`src/rtl/tdm_pkg.sv`:
```
// Shared types and helpers for the TDM demultiplexer.
// TDM_DEMUX_PARITY_EN appends an even-parity slot to every frame.
package tdm_pkg;

    typedef enum logic {
        HUNT,
        LOCKED
    } state_t;

    function automatic int frame_len(input int num_ch);
`ifdef TDM_DEMUX_PARITY_EN
        return num_ch + 1;
`else
        return num_ch;
`endif
    endfunction

    // Callers zero-extend; channel counts above 64 are not supported.
    function automatic logic even_parity(input logic [63:0] v);
        return ^v;
    endfunction

endpackage

```
`src/rtl/tdm_slot_counter.sv`:
```
// Slot position counter: clear, load-1 on sync, wrap after the last slot.
// Priority is reset, clear, load-1, increment.
module tdm_slot_counter #(
    parameter int SLOT_W    = 5,
    parameter int FRAME_LEN = 16
) (
    input  logic              clk_i,
    input  logic              rst_i,
    input  logic              clr_i,
    input  logic              load1_i,
    input  logic              inc_i,
    output logic [SLOT_W-1:0] slot_o
);

    localparam logic [SLOT_W-1:0] LAST = SLOT_W'(FRAME_LEN - 1);

    logic [SLOT_W-1:0] slot_q;

    always_ff @(posedge clk_i) begin
        if (rst_i) begin
            slot_q <= '0;
        end else if (clr_i) begin
            slot_q <= '0;
        end else if (load1_i) begin
            slot_q <= SLOT_W'(1);
        end else if (inc_i) begin
            slot_q <= (slot_q == LAST) ? '0 : slot_q + 1'b1;
        end
    end

    assign slot_o = slot_q;

endmodule

```
`src/rtl/tdm_demux.sv`:
```
// Serial TDM receiver: steers strobed bits into channel slots, publishes frames.
// TDM_DEMUX_PARITY_EN adds a trailing even-parity slot checked before publish.
module tdm_demux
    import tdm_pkg::*;
#(
    parameter int NUM_CH = 16,
    parameter int SLOT_W = $clog2(NUM_CH + 1)
) (
    input  logic              clk_i,
    input  logic              rst_i,
    input  logic              data_i,
    input  logic              bit_valid_i,
    input  logic              frame_i,
    output logic [NUM_CH-1:0] ch_data_o,
    output logic              frame_valid_o,
    output logic [SLOT_W-1:0] slot_o,
    output logic              locked_o,
    output logic              sync_err_o,
    output logic              parity_err_o
);

    localparam int FRAME_LEN = frame_len(NUM_CH);
    localparam logic [SLOT_W-1:0] LAST = SLOT_W'(FRAME_LEN - 1);

    state_t            state_q, state_d;
    logic [NUM_CH-1:0] shadow_q;
    logic [NUM_CH-1:0] pub_data;
    logic [NUM_CH-1:0] ch_data_q;
    logic [SLOT_W-1:0] slot;
    logic [SLOT_W-1:0] wr_idx;
    logic              clr, load1, inc, wr_en, publish;
    logic              sync_err_d, par_err_d;
    logic              frame_valid_q, sync_err_q;

    tdm_slot_counter #(
        .SLOT_W   (SLOT_W),
        .FRAME_LEN(FRAME_LEN)
    ) u_slot (
        .clk_i  (clk_i),
        .rst_i  (rst_i),
        .clr_i  (clr),
        .load1_i(load1),
        .inc_i  (inc),
        .slot_o (slot)
    );

`ifdef TDM_DEMUX_PARITY_EN
    assign pub_data = shadow_q;
`else
    // The last data bit goes straight to the output, never via the shadow.
    assign pub_data = {data_i, shadow_q[NUM_CH-2:0]};
`endif

    assign wr_idx = load1 ? '0 : slot;

    always_comb begin
        state_d    = state_q;
        clr        = 1'b0;
        load1      = 1'b0;
        inc        = 1'b0;
        wr_en      = 1'b0;
        publish    = 1'b0;
        sync_err_d = 1'b0;
        par_err_d  = 1'b0;
        if (bit_valid_i) begin
            unique case (state_q)
                HUNT: begin
                    if (frame_i) begin
                        wr_en   = 1'b1;
                        load1   = 1'b1;
                        state_d = LOCKED;
                    end
                end
                LOCKED: begin
                    if (frame_i) begin
                        wr_en      = 1'b1;
                        load1      = 1'b1;
                        sync_err_d = (slot != '0);
                    end else if (slot == '0) begin
                        sync_err_d = 1'b1;
                        clr        = 1'b1;
                        state_d    = HUNT;
                    end else if (slot == LAST) begin
                        inc = 1'b1;
`ifdef TDM_DEMUX_PARITY_EN
                        if (even_parity(64'(shadow_q)) == data_i)
                            publish = 1'b1;
                        else
                            par_err_d = 1'b1;
`else
                        publish = 1'b1;
`endif
                    end else begin
                        wr_en = 1'b1;
                        inc   = 1'b1;
                    end
                end
                default: ;
            endcase
        end
    end

    always_ff @(posedge clk_i) begin
        if (rst_i) begin
            state_q       <= HUNT;
            shadow_q      <= '0;
            ch_data_q     <= '0;
            frame_valid_q <= 1'b0;
            sync_err_q    <= 1'b0;
        end else begin
            state_q       <= state_d;
            frame_valid_q <= publish;
            sync_err_q    <= sync_err_d;
            if (publish)
                ch_data_q <= pub_data;
            for (int k = 0; k < NUM_CH; k++) begin
                if (wr_en && wr_idx == SLOT_W'(k))
                    shadow_q[k] <= data_i;
            end
        end
    end

`ifdef TDM_DEMUX_PARITY_EN
    logic par_err_q;

    always_ff @(posedge clk_i) begin
        if (rst_i)
            par_err_q <= 1'b0;
        else
            par_err_q <= par_err_d;
    end

    assign parity_err_o = par_err_q;
`else
    assign parity_err_o = 1'b0;
`endif

    assign ch_data_o     = ch_data_q;
    assign frame_valid_o = frame_valid_q;
    assign slot_o        = slot;
    assign locked_o      = (state_q == LOCKED);
    assign sync_err_o    = sync_err_q;

endmodule

```
`config.mk`:
```
export PLATFORM = sky130hd
export DESIGN_NAME = tdm_demux
export DESIGN_NICKNAME = d
export VERILOG_FILES = /design/src/rtl/tdm_pkg.sv /design/src/rtl/tdm_slot_counter.sv /design/src/rtl/tdm_demux.sv
export SDC_FILE = /design/constraint.sdc
export NUM_CORES = 1
export LEC_CHECK = 0
export ABC_AREA = 1
export CAP_MARGIN = 5
export CORE_MARGIN = 2
export CORE_UTILIZATION = 50
export DETAILED_ROUTE_END_ITERATION = 16
export PLACE_DENSITY = 0.74
export SYNTH_ARGS = -nofsm -noshare
export SYNTH_HDL_FRONTEND = slang
export SYNTH_SLANG_ARGS = --single-unit
export TNS_END_PERCENT = 50
```
`constraint.sdc`:
```
create_clock -name clk_i -period 2 [get_ports clk_i]
set_input_delay 0.3 -clock clk_i [delete_from_list [all_inputs] [get_ports clk_i]]
set_output_delay 0.3 -clock clk_i [all_outputs]
set_load 0.005 [all_outputs]
```
==> out/results.env <==
I_O_BUFFERS=28
CTS_HTREE_LEVELS=2
POST_SYNTH_MOST_FREQUENT_CELLS='nand2_1 (43), nor2_1 (40), dfxtp_1 (39)'
INTPOWER_uW=1320
TIMING.CLOCK.SKEW_NS=0.00465
IR_WORST_VDD_mV=0.403
GRT_OVERFLOW=0
CLK_PATH_BUF_DEPTH=2
VIAS_PER_CELL=5.21
CTS_MADE_BUFFERS=5
POST-ROUTE-PERIOD-UTIL_PCT=90.8
DRV.MAX_CAP_VIOLATION_COUNT=0
DRT-PASS1-ITER-COUNT=4
DIE_W_MICRONS=64.7
AVGSYNTHCELLAREA_SQ_UM=7.42
FLOORPLAN.ROWS=22
FINAL_ANTENNA_NET_COUNT=0
DPL-INSTANCE-AREA_SQ_UM=2150
WORSTSETUPSTARTPOINTTYPE='register'
POST_SYNTH_INSTANCE_AREA_SQ_UM=1840
COMBPWRFRAC_PCT=7.4
FINAL_LAYOUT_SIZE_SUFFIX_GT1_SHARE_PCT=9.42
FINALCRITICALPERIOD_NS=1.82
NETLIST_TOP_CELLS_AREA='dfxtp_1 (42%), a21oi_1 (9.8%), nand2_1 (8.8%)'
OUTCOME='finished, final reports clean'
YS_DOMINANT_REG_CELL='dfxtp_1'
FINISH.NET_COUNT=284
COREAREA_SQ_UM=3610
FMAX_MHz=551
WL_PER_CELL_MICRONS=12.6
SEQCELLAREA_SQ_UM=782
DRT_ITER0_DRC=110
DIODES=0
NETLIST-CELL-TYPE-COUNT=26
POWER.SEQUENTIAL.FRACTION_PCT=46.5
RSZ0062_AT_GRT='false'
POST-SYNTH-TOP-COUNT-CELL='nand2_1'
CLKTRANSATPATHREGS_NS=0.08
SYNTH-EDFF-COUNT=0
TRITONCTS='yes'
HOLD_PATH.CLASS='register to register'
FINISH.INSTANCE_AREA_SQ_UM=2280
DIEHEIGHT_MICRONS=64.7
POWER.LEAKAGE_uW=0.000868
PWR_DENSITY_CELL_nW_PER_UM2=739
CLOCKROOTBUFFER='clkbuf_8'
POST-CTS-SETUP-BUFFERS=0
CRITICAL_PATH_PEAK_FANOUT=10
CLOCK_LATENCY_NS=0.29
GRT_START_MAX_NET_PINS=31
CP.ARRIVAL_NS=1.99
SYNTHDOMINANTCELLAREASHARE_PCT=42.4
YS_FF_LATCH=39
NUMBER_OF_ANTENNA_VIOLATIONS_AT_THE_FIRST_CHECK_IN_GLOBAL_ROUTING=0
MULTIINPUTGATEAREA_SQ_UM=897
FINALHOLDVIOLATIONS=0
DETAIL_ROUTE.WIRELENGTH_MM=4.08
GRT_FIRST_PASS_WIRELENGTH_MM=7.14
SEQ_AREA_FRAC_SYNTH_PCT=42.4
NETSWITCHINGFRACTION_PCT=21.5
SUM_OF_NET_HALF_PERIMETERS_AFTER_DETAILED_PLACEMENT_MM=2.80
INITIAL_UTILIZATION_PCT=51.0
NFILLCELLS=312
PLACE.GP.CONGESTION=0.888
POSTSYNTHNETCOUNT=257
PSW_uW=363
CTS.SINK_COUNT=39
POSTSYNTH.ASYNCRESETSHARE_PCT=0
REQUIRED_ARRIVAL_TIME_AT_THE_WORST_ENDPOINT_NS=2.18
CELL_TYPE_CONTRIBUTING_THE_MOST_TOTAL_CELL_AREA_AFTER_SYNTHESIS='dfxtp_1'
DIE_AREA_SQ_UM=4180
FINAL_SETUP_VIOLATIONS=0
SETUP-TNS-FINAL_NS=0
SYN_TO_FINAL_GROWTH_PCT=24.2
ENDPOINT_KIND_OF_THE_WORST_SETUP_TIMING_PATH='register'
DRC=0
GLOBALROUTETOTALUTIL_PCT=22.3
YOSYSWARNINGS=0
TIMING_WORST_SETUP_PATH_TYPE='register to register'
VIA_COUNT=1689
FLOORPLAN.IO_PINS=30
FIRST_GLOBAL_VIAS=1535
SYNTH_CELLS=248
CLOCK_POWER_SHARE_PCT=46.1
FINALMAXSLEWVIOLATIONS=0
## final cells by class
cell class,instances,area share (%)
Multi-Input combinational cell,177,39.3
Sequential cell,39,34.2
Timing Repair Buffer,36,15.4
Clock buffer,6,3.18
Clock inverter,2,2.63
Inverter,16,2.63
Tap cell,48,2.63
## kinds of logic (layout without fill, tap and decap cells)
| family | Yosys count | count (layout) | share of synthesized area, % |
|---|---|---|---|
| and+or+nand+nor | 132 | 132 | 34.5 |
| DFF | 39 | 39 | 42.4 |
| AOI/OAI and AO/OA | 39 | 39 | 10.7 |
| xor gates and xnor gates | 1 | 1 | 0.476 |
| other | 1 | 1 | 0.204 |
| buffers and inverters | 32 | 60 | 8.91 |
| adders and majority gates | 4 | 4 | 2.72 |
## flip-flops by register name, summed over array words and instances, names as in the netlist
register / cells
locked_o: 1
shadow_q: 15
u_slot.slot_o: 5
ch_data_o: 16
sync_err_o: 1
frame_valid_o: 1
## power by group through the flow
| stage | clock, uW | combinational (uW) | sequential [uW] |
|---|---|---|---|
| after detailed placement | 0 | 122 | 803 |
| after global placement | 0 | 119 | 803 |
| after CTS | 788 | 124 | 785 |
| final | 777 | 125 | 785 |
| after global routing | 822 | 139 | 786 |
| after floorplan | 0 | 84.9 | 803 |
## worst max-delay path, stage by stage, from the launching register on
cell and delay [ns]:
dfxtp_2 0.44, inv_1 0.10, ha_1 0.20, nand3_2 0.13, ha_1 0.17, inv_1 0.06, nor2_2 0.25, nand2_1 0.10
nor2_1 0.15, a211oi_1 0.09
## per-stage QoR
| step | setup slack, ns | total power (uW) | std cells | hold WS [ns] | util (%) |
|---|---|---|---|---|---|
| detailed placement | 0.0103 | 925 | 316 | 0.451 | 59.6 |
| CTS | 0.113 | 1700 | 324 | 0.463 | 63.3 |
| finish | 0.185 | 1690 | 324 | 0.462 | 63.4 |
| floorplan | 0.149 | 887 | 248 | 0.452 | - |
| global route | 0.0542 | 1750 | 324 | 0.491 | 63.4 |
| global placement | 0.0650 | 922 | 316 | 0.449 | 59.6 |
## placed cells by master (no fill, tap or decap)
master / n
nand2_1: 43
dfxtp_1: 38
o21ai_0: 2
clkinv_1: 1
clkdlybuf4s50_1: 28
buf_12: 1
nand4_1: 20
buf_4: 7
inv_2: 2
bufinv_16: 2
nand2_2: 1
nand3_1: 21
xor2_1: 1
a211oi_1: 1
nand3_4: 1
nor2_1: 39
dfxtp_2: 1
inv_1: 13
conb_1: 1
clkbuf_8: 5
nor2_4: 1
nand3_2: 1
ha_1: 4
nand2_4: 2
clkbuf_1: 1
nor3_1: 1
a21oi_1: 36
nor2_8: 1
nor2_2: 1
## per-layer routing
metal	track usage (%)	share of wire (%)	vias up
li1	-	-	874
met3	5.38	4.0	7
met1	29.0	45	769
met5	0	0	-
met4	7.98	1.6	0
met2	36.1	49	39
## timing repair
item / in CTS / in global routing
setup endpoints to repair: 1 / 3
gates resized for setup: 1 / 1
endpoints found under the hold margin: 0 / 0
hold buffers: 0 / 0
## worst paths after layout
check                           cells past startpoint  slack (ns)                            end                           from
worst min register to register                      2        0.46     ch_data_o[12]$_SDFFE_PP0P_     ch_data_o[12]$_SDFFE_PP0P_
worst max-delay path                                9        0.18  u_slot.slot_o[4]$_SDFFE_PP0P_  u_slot.slot_o[1]$_SDFFE_PP0P_
worst min-delay path                                2        0.46     ch_data_o[12]$_SDFFE_PP0P_     ch_data_o[12]$_SDFFE_PP0P_
worst max register to register                      9        0.18  u_slot.slot_o[4]$_SDFFE_PP0P_  u_slot.slot_o[1]$_SDFFE_PP0P_
Note: power is estimated with default switching activity, not from simulation.
